===== src/rtl/attribute_result_queue_pkg.sv =====
// Shared packet-analyzer definitions: attribute word geometry and field offsets.
package attribute_result_queue_pkg;
  localparam int ATTRIBUTE_DATA_WIDTH_DEF = 135;
  localparam int QUEUE_ADDR_WIDTH_DEF     = 4;
  localparam int DROP_CNT_WIDTH_DEF       = 32;

  localparam int ATTR_PORT_MASK_LSB = 0;
  localparam int ATTR_PORT_MASK_W   = 64;
  localparam int ATTR_PRIORITY_LSB  = 64;
  localparam int ATTR_PRIORITY_W    = 8;
  localparam int ATTR_FLAGS_LSB     = 72;
  localparam int ATTR_FLAGS_W       = 63;
endpackage


===== src/rtl/attribute_queue_ram.sv =====
// Simple dual-port distributed RAM: synchronous write, registered write-first read.
module attribute_queue_ram
  import attribute_result_queue_pkg::*;
#(
  parameter int DATA_W = ATTRIBUTE_DATA_WIDTH_DEF,
  parameter int ADDR_W = QUEUE_ADDR_WIDTH_DEF
) (
  input  logic              clk,
  input  logic              we_i,
  input  logic [ADDR_W-1:0] waddr_i,
  input  logic [DATA_W-1:0] wdata_i,
  input  logic [ADDR_W-1:0] raddr_i,
  output logic [DATA_W-1:0] rdata_o
);
  logic [DATA_W-1:0] mem_q [2**ADDR_W];
  logic [DATA_W-1:0] rdata_q;

  // Write-first bypass so an entry written at the same edge it becomes the read target is seen.
  always_ff @(posedge clk) begin
    if (we_i) mem_q[waddr_i] <= wdata_i;
    if (we_i && (waddr_i == raddr_i)) rdata_q <= wdata_i;
    else                              rdata_q <= mem_q[raddr_i];
  end

  assign rdata_o = rdata_q;
endmodule


===== src/rtl/attribute_result_queue.sv =====
// Drop-on-full attribute queue with registered head, occupancy and drop statistics.
module attribute_result_queue
  import attribute_result_queue_pkg::*;
#(
  parameter int ATTRIBUTE_DATA_WIDTH = ATTRIBUTE_DATA_WIDTH_DEF,
  parameter int ADDR_WIDTH           = QUEUE_ADDR_WIDTH_DEF,
  parameter int CNT_WIDTH            = DROP_CNT_WIDTH_DEF
) (
  input  logic                            clk,
  input  logic                            reset,
  input  logic                            valid_i,
  input  logic [ATTRIBUTE_DATA_WIDTH-1:0] data_i,
  output logic                            m_valid,
  output logic [ATTRIBUTE_DATA_WIDTH-1:0] m_data,
  input  logic                            m_ready,
  input  logic                            clear_stats,
  output logic [ADDR_WIDTH:0]             occupancy,
  output logic [ADDR_WIDTH:0]             high_watermark,
  output logic [CNT_WIDTH-1:0]            drop_count,
  output logic                            overflow
);
  localparam logic [ADDR_WIDTH:0] DEPTH = {1'b1, {ADDR_WIDTH{1'b0}}};

  function automatic logic [CNT_WIDTH-1:0] sat_inc(input logic [CNT_WIDTH-1:0] v);
    return (&v) ? v : v + 1'b1;
  endfunction

  logic [ADDR_WIDTH-1:0]           wr_ptr_q, wr_ptr_d, rd_ptr_q, rd_ptr_d;
  logic [ADDR_WIDTH:0]             occ_q, occ_d, hwm_q, hwm_d;
  logic [CNT_WIDTH-1:0]            drop_q, drop_d;
  logic                            ovf_q, m_valid_q, m_valid_d;
  logic [ATTRIBUTE_DATA_WIDTH-1:0] m_data_q, m_data_d, ram_rdata;
  logic pop, full, push, drop, ram_empty, head_from_in, head_from_ram, ram_we;

  // The head register is the oldest entry; the RAM holds everything behind it.
  always_comb begin
    pop           = m_valid_q & m_ready;
    full          = (occ_q == DEPTH);
    push          = valid_i & (~full | pop);
    drop          = valid_i & full & ~pop;
    ram_empty     = (occ_q == {{ADDR_WIDTH{1'b0}}, m_valid_q});
    head_from_in  = push & (~m_valid_q | (pop & ram_empty));
    head_from_ram = pop & ~ram_empty;
    ram_we        = push & ~head_from_in;

    wr_ptr_d  = wr_ptr_q + {{(ADDR_WIDTH-1){1'b0}}, ram_we};
    rd_ptr_d  = rd_ptr_q + {{(ADDR_WIDTH-1){1'b0}}, head_from_ram};
    occ_d     = occ_q + {{ADDR_WIDTH{1'b0}}, push} - {{ADDR_WIDTH{1'b0}}, pop};
    m_valid_d = (occ_d != '0);

    m_data_d = m_data_q;
    if (head_from_ram)     m_data_d = ram_rdata;
    else if (head_from_in) m_data_d = data_i;

    if (clear_stats) begin
      hwm_d  = occ_d;
      drop_d = {{(CNT_WIDTH-1){1'b0}}, drop};
    end else begin
      hwm_d  = (occ_d > hwm_q) ? occ_d : hwm_q;
      drop_d = drop ? sat_inc(drop_q) : drop_q;
    end
  end

  always_ff @(posedge clk or posedge reset) begin
    if (reset) begin
      wr_ptr_q  <= '0;
      rd_ptr_q  <= '0;
      occ_q     <= '0;
      hwm_q     <= '0;
      drop_q    <= '0;
      ovf_q     <= 1'b0;
      m_valid_q <= 1'b0;
      m_data_q  <= '0;
    end else begin
      wr_ptr_q  <= wr_ptr_d;
      rd_ptr_q  <= rd_ptr_d;
      occ_q     <= occ_d;
      hwm_q     <= hwm_d;
      drop_q    <= drop_d;
      ovf_q     <= drop;
      m_valid_q <= m_valid_d;
      m_data_q  <= m_data_d;
    end
  end

  // Read address runs one step ahead so the RAM output always shows the entry behind the head.
  attribute_queue_ram #(
    .DATA_W(ATTRIBUTE_DATA_WIDTH),
    .ADDR_W(ADDR_WIDTH)
  ) u_ram (
    .clk     (clk),
    .we_i    (ram_we),
    .waddr_i (wr_ptr_q),
    .wdata_i (data_i),
    .raddr_i (rd_ptr_d),
    .rdata_o (ram_rdata)
  );

  assign m_valid        = m_valid_q;
  assign m_data         = m_data_q;
  assign occupancy      = occ_q;
  assign high_watermark = hwm_q;
  assign drop_count     = drop_q;
  assign overflow       = ovf_q;
endmodule


===== config.mk =====
export PLATFORM = sky130hd
export DESIGN_NAME = attribute_result_queue
export DESIGN_NICKNAME = d
export VERILOG_FILES = /design/src/rtl/attribute_result_queue_pkg.sv /design/src/rtl/attribute_queue_ram.sv /design/src/rtl/attribute_result_queue.sv
export SDC_FILE = /design/constraint.sdc
export NUM_CORES = 2
export LEC_CHECK = 0
export BUFFER_PORTS_ARGS = -buffer_cell sky130_fd_sc_hd__clkbuf_2
export CORE_AREA = 2 2 562 564
export DETAILED_ROUTE_END_ITERATION = 7
export DIE_AREA = 0 0 564 566
export GPL_TIMING_DRIVEN = 0
export HOLD_SLACK_MARGIN = 0.15
export SYNTH_ARGS = -nofsm -noshare
export SYNTH_HDL_FRONTEND = slang
export SYNTH_HIERARCHICAL = 1
export SYNTH_SLANG_ARGS = --single-unit

===== constraint.sdc =====
create_clock -name clk -period 23 [get_ports clk]
set_input_delay 4.6 -clock clk [delete_from_list [all_inputs] [get_ports clk]]
set_output_delay 4.6 -clock clk [all_outputs]
set_load 0.02 [all_outputs]

==> metrics.md <==
| Metric | Value |
|---|---|
| Internal Power | 9.11 mW |
| Final Util | 34.2% |
| Yosys top cell by area | edfxtp_1 |
| First-pass GRT wire length | 364 mm |
| Most common cell in the synthesized netlist | edfxtp_1 |
| Worst path cell trace | clkbuf_2, or3_1, a21oi_1, nor2_1, nand3b_1, nor3_2, buf_6, buf_4, buf_6, buf_6, buf_6 |
| RSZ-0062 raised after global routing | false |
| Via density | 5.04 |
| Post-route ant nets | 0 |
| CP Capture Type | flip-flop |
| Hold buffers post-CTS | 0 |
| Worst Path Buf+Inv | 6 |
| Largest net degree at the start of global routing | 99 |
| Pwr/cell area | 128 nW/µm² |
| H-tree depth | 4 |
| Ys Warns | 6 |
| Seq/Total Area, Yosys | 77.1% |
| Layout cells sized above 1 | 29.8% |
| Critical path class | in2reg |
| Syn nets | 4439 |
| Synth area leaders | edfxtp_1 (72%), mux4_2 (13%), dfrtp_1 (5.2%) |
| Combinational Power Share | 33.5% |
| CP Launch Type | input port |
| Initial DRT Pass Iterations | 6 |
| Die Height | 566 µm |
| Final WL | 261 mm |
| Critical path's largest stage delay | 0.90 ns |
| Crit-path most repeated cell | buf_6 |
| I/O Pins | 319 |
| Final setup fails | 0 |
| Synth top area share | 71.8% |
| # port buffers | 318 |
| Min-delay worst type | reg2reg |
| Reg-to-reg setup timing slack | 18.85 ns |
| Async set-reset flop share out of synthesis | 7.95% |
| Die area | 319000 µm² |
| Slew headroom | 1.86% |
| Top cells by count, synth | edfxtp_1 (2160), mux4_2 (502), a22oi_1 (227) |
| Critical Path Fanout Max | 9 |
| Clk network pwr share | 27.0% |
| Final worst slack | 15.85 ns |
| CTS tree | done |
| Starting Density | 28.8% |
| Synth Instances | 4282 |
| GRT Util Overall | 16.0% |
| Initial DRC count | 5493 |
| Unique cell type count in the Yosys netlist | 61 |
| EDFF count, synth | 2160 |
| Overflow after GRT | 0 |
| RePlAce Congestion | 0.760 |
| Final hold violations | 0 |
| Pre-CTS setup slack | 15.00 ns |
| Outcome | complete, no violations |
| Root buf cell | clkbuf_16 |
| Mean routed wirelength per cell | 28.0 µm |
| Pleak | 35.0 nW |
| Max Cap Violations | 0 |
| Reg power frac | 39.5% |
| Number of CTS-inserted buffers | 219 |
| Clock Pin Slew Worst Setup and Hold Paths | 0.06 ns |
| Mean Syn Cell Area | 21.1 µm² |
| Latest clock arrival within the worst-skew pair | 0.87 ns |
| Yosys reg bits | 2351 |
| Die Wd | 564 µm |
| Postcts setup bufs | 0 |
| Vias | 46945 |
| Core area | 313000 µm² |
| Area grow syn2layout | 18.6% |
| Peak Freq | 140 MHz |
| P_sw | 4.59 mW |
| Peak supply drop | 0.0650 mV |
| Clock Sinks | 2351 |
| Final non-filler cell total | 9322 |
| Initial antenna violation count | 78 |
| Critical path required time | 23.56 ns |
| Row cnt | 206 |
| Final worst-path cycle share | 31.1% |
| Delay-heaviest family, CP | simple AND/OR/NAND/NOR gates |
| Switch share | 33.5% |
| Syn Std Cell Area | 90300 µm² |
| Slew Viols, Final | 0 |
| Synth Flop Type | edfxtp_1 |
| Maximum clock insertion buffer count | 4 |
| Drc violations | 0 |
| PostCTS Resize Cnt | 0 |
| Final min period | 7.15 ns |
| Slowest CP cell | nor3_2 |
| Hpwl dp | 177 mm |
| Placed cell count | 8922 |
| Arrival time at the worst endpoint | 7.71 ns |
| Worst-margin pin slew | 1.47 ns |
| Fin Clk Skew | 0.0540 ns |
| Vias in the first global route | 47191 |
| Final #Nets | 5140 |
[final timing paths]
| kind | start | to | depth (start not counted) |
|---|---|---|---|
| max in group asynchronous | reset | m_data[133]$_DFFE_PP0P_ | 3 |
| max | m_ready | u_ram/mem_q[4][34]$_DFFE_PP_ | 11 |
| min in group asynchronous | reset | m_data[86]$_DFFE_PP0P_ | 2 |
| min reg2reg | rd_ptr_q[3]$_DFF_PP0_ | rd_ptr_q[3]$_DFF_PP0_ | 1 |
| min | rd_ptr_q[3]$_DFF_PP0_ | rd_ptr_q[3]$_DFF_PP0_ | 1 |
| max reg2reg | flip-flop | m_data[105]$_DFFE_PP0P_ | 9 |
[through the flow]
stage | instance area, µm² | TNS (ns) | hold slack (ns) | power (mW)
finish | 107000 | 0 | 0.491 | 13.7
global route | 107000 | 0 | 0.513 | 14.3
CTS | 107000 | 0 | 0.493 | 13.8
detailed placement | 100000 | 0 | 0.461 | 10.1
global placement | 97100 | -2568.12 | 0.460 | 10.2
floorplan | 90300 | 0 | 0.439 | 8.30
[flip-flops by register name, summed over array words and instances (netlist names), named ones only]
name,cells
rd_ptr_q,4
overflow,1
occupancy,5
m_valid,1
high_watermark,5
drop_count,32
wr_ptr_q,4
m_data,135
u_ram/mem_q,2160
[worst register-to-register path: cells and delay by family (launching register included)]
family,cells,cell delay (ns)
multiplexers,1,0.21
AND/OR/NAND/NOR,2,1.13
flip-flops,1,0.29
buffers and inverters,4,1.92
AO/OA/AOI/OAI,2,0.49
[routing by layer]
| metal | wire, µm | GRT usage, % | part of all wire [%] |
|---|---|---|---|
| met1 | 109000 | 22.2 | 42 |
| met2 | 121000 | 25.1 | 46 |
| met3 | 24300 | 4.16 | 9.3 |
| met4 | 5920 | 3.55 | 2.3 |
| met5 | 221 | 0 | 0.085 |
[placed cells by master (no fill, tap or decap), drive strengths merged, types with 14 or more instances in the layout]
cell type,count
edfxtp,2160
nand2,121
a22oi,227
nor2,168
nor2b,35
buf,321
mux2i,160
nand2b,19
mux4,502
dfrtp,187
or3,18
inv,26
o21ai,37
o221ai,24
ha,16
a221oi,14
a21oi,157
mux2,78
bufinv,27
clkinv,69
clkbuf,686
[cell families (layout without fill, tap and decap cells)]
logic type,Yosys count,count (layout),share of synthesized area (%)
XOR/XNOR,15,15,0.145
AND/OR/NAND/NOR,417,417,2.11
multiplexers,740,740,15.3
adder cells (fa/ha/maj),17,17,0.244
flip-flops,2351,2351,77.1
buffers and inverters,257,1131,1.52
other,0,6,0
AO/OA/AOI/OAI,485,485,3.61
[power groups by stage]
stage	sequential (mW)	combinational (mW)	clock, mW
floorplan	5.73	2.57	0
finish	5.42	4.59	3.69
CTS	5.42	4.65	3.75
global placement	5.75	4.42	0
detailed placement	5.51	4.63	0
global route	5.46	4.87	3.92
[layout make-up]
class	instances	area [µm²]
sequential	2351	69600
buffer	238	1310
inverter	19	78.8
clock inverter	105	1220
tap	4160	5200
multi-input combinational	1674	19400
fill	29437	206000
timing repair buffer	480	4320
clock buffer	289	5950
antenna	6	15.0
Note: power is estimated with default switching activity, not from simulation.
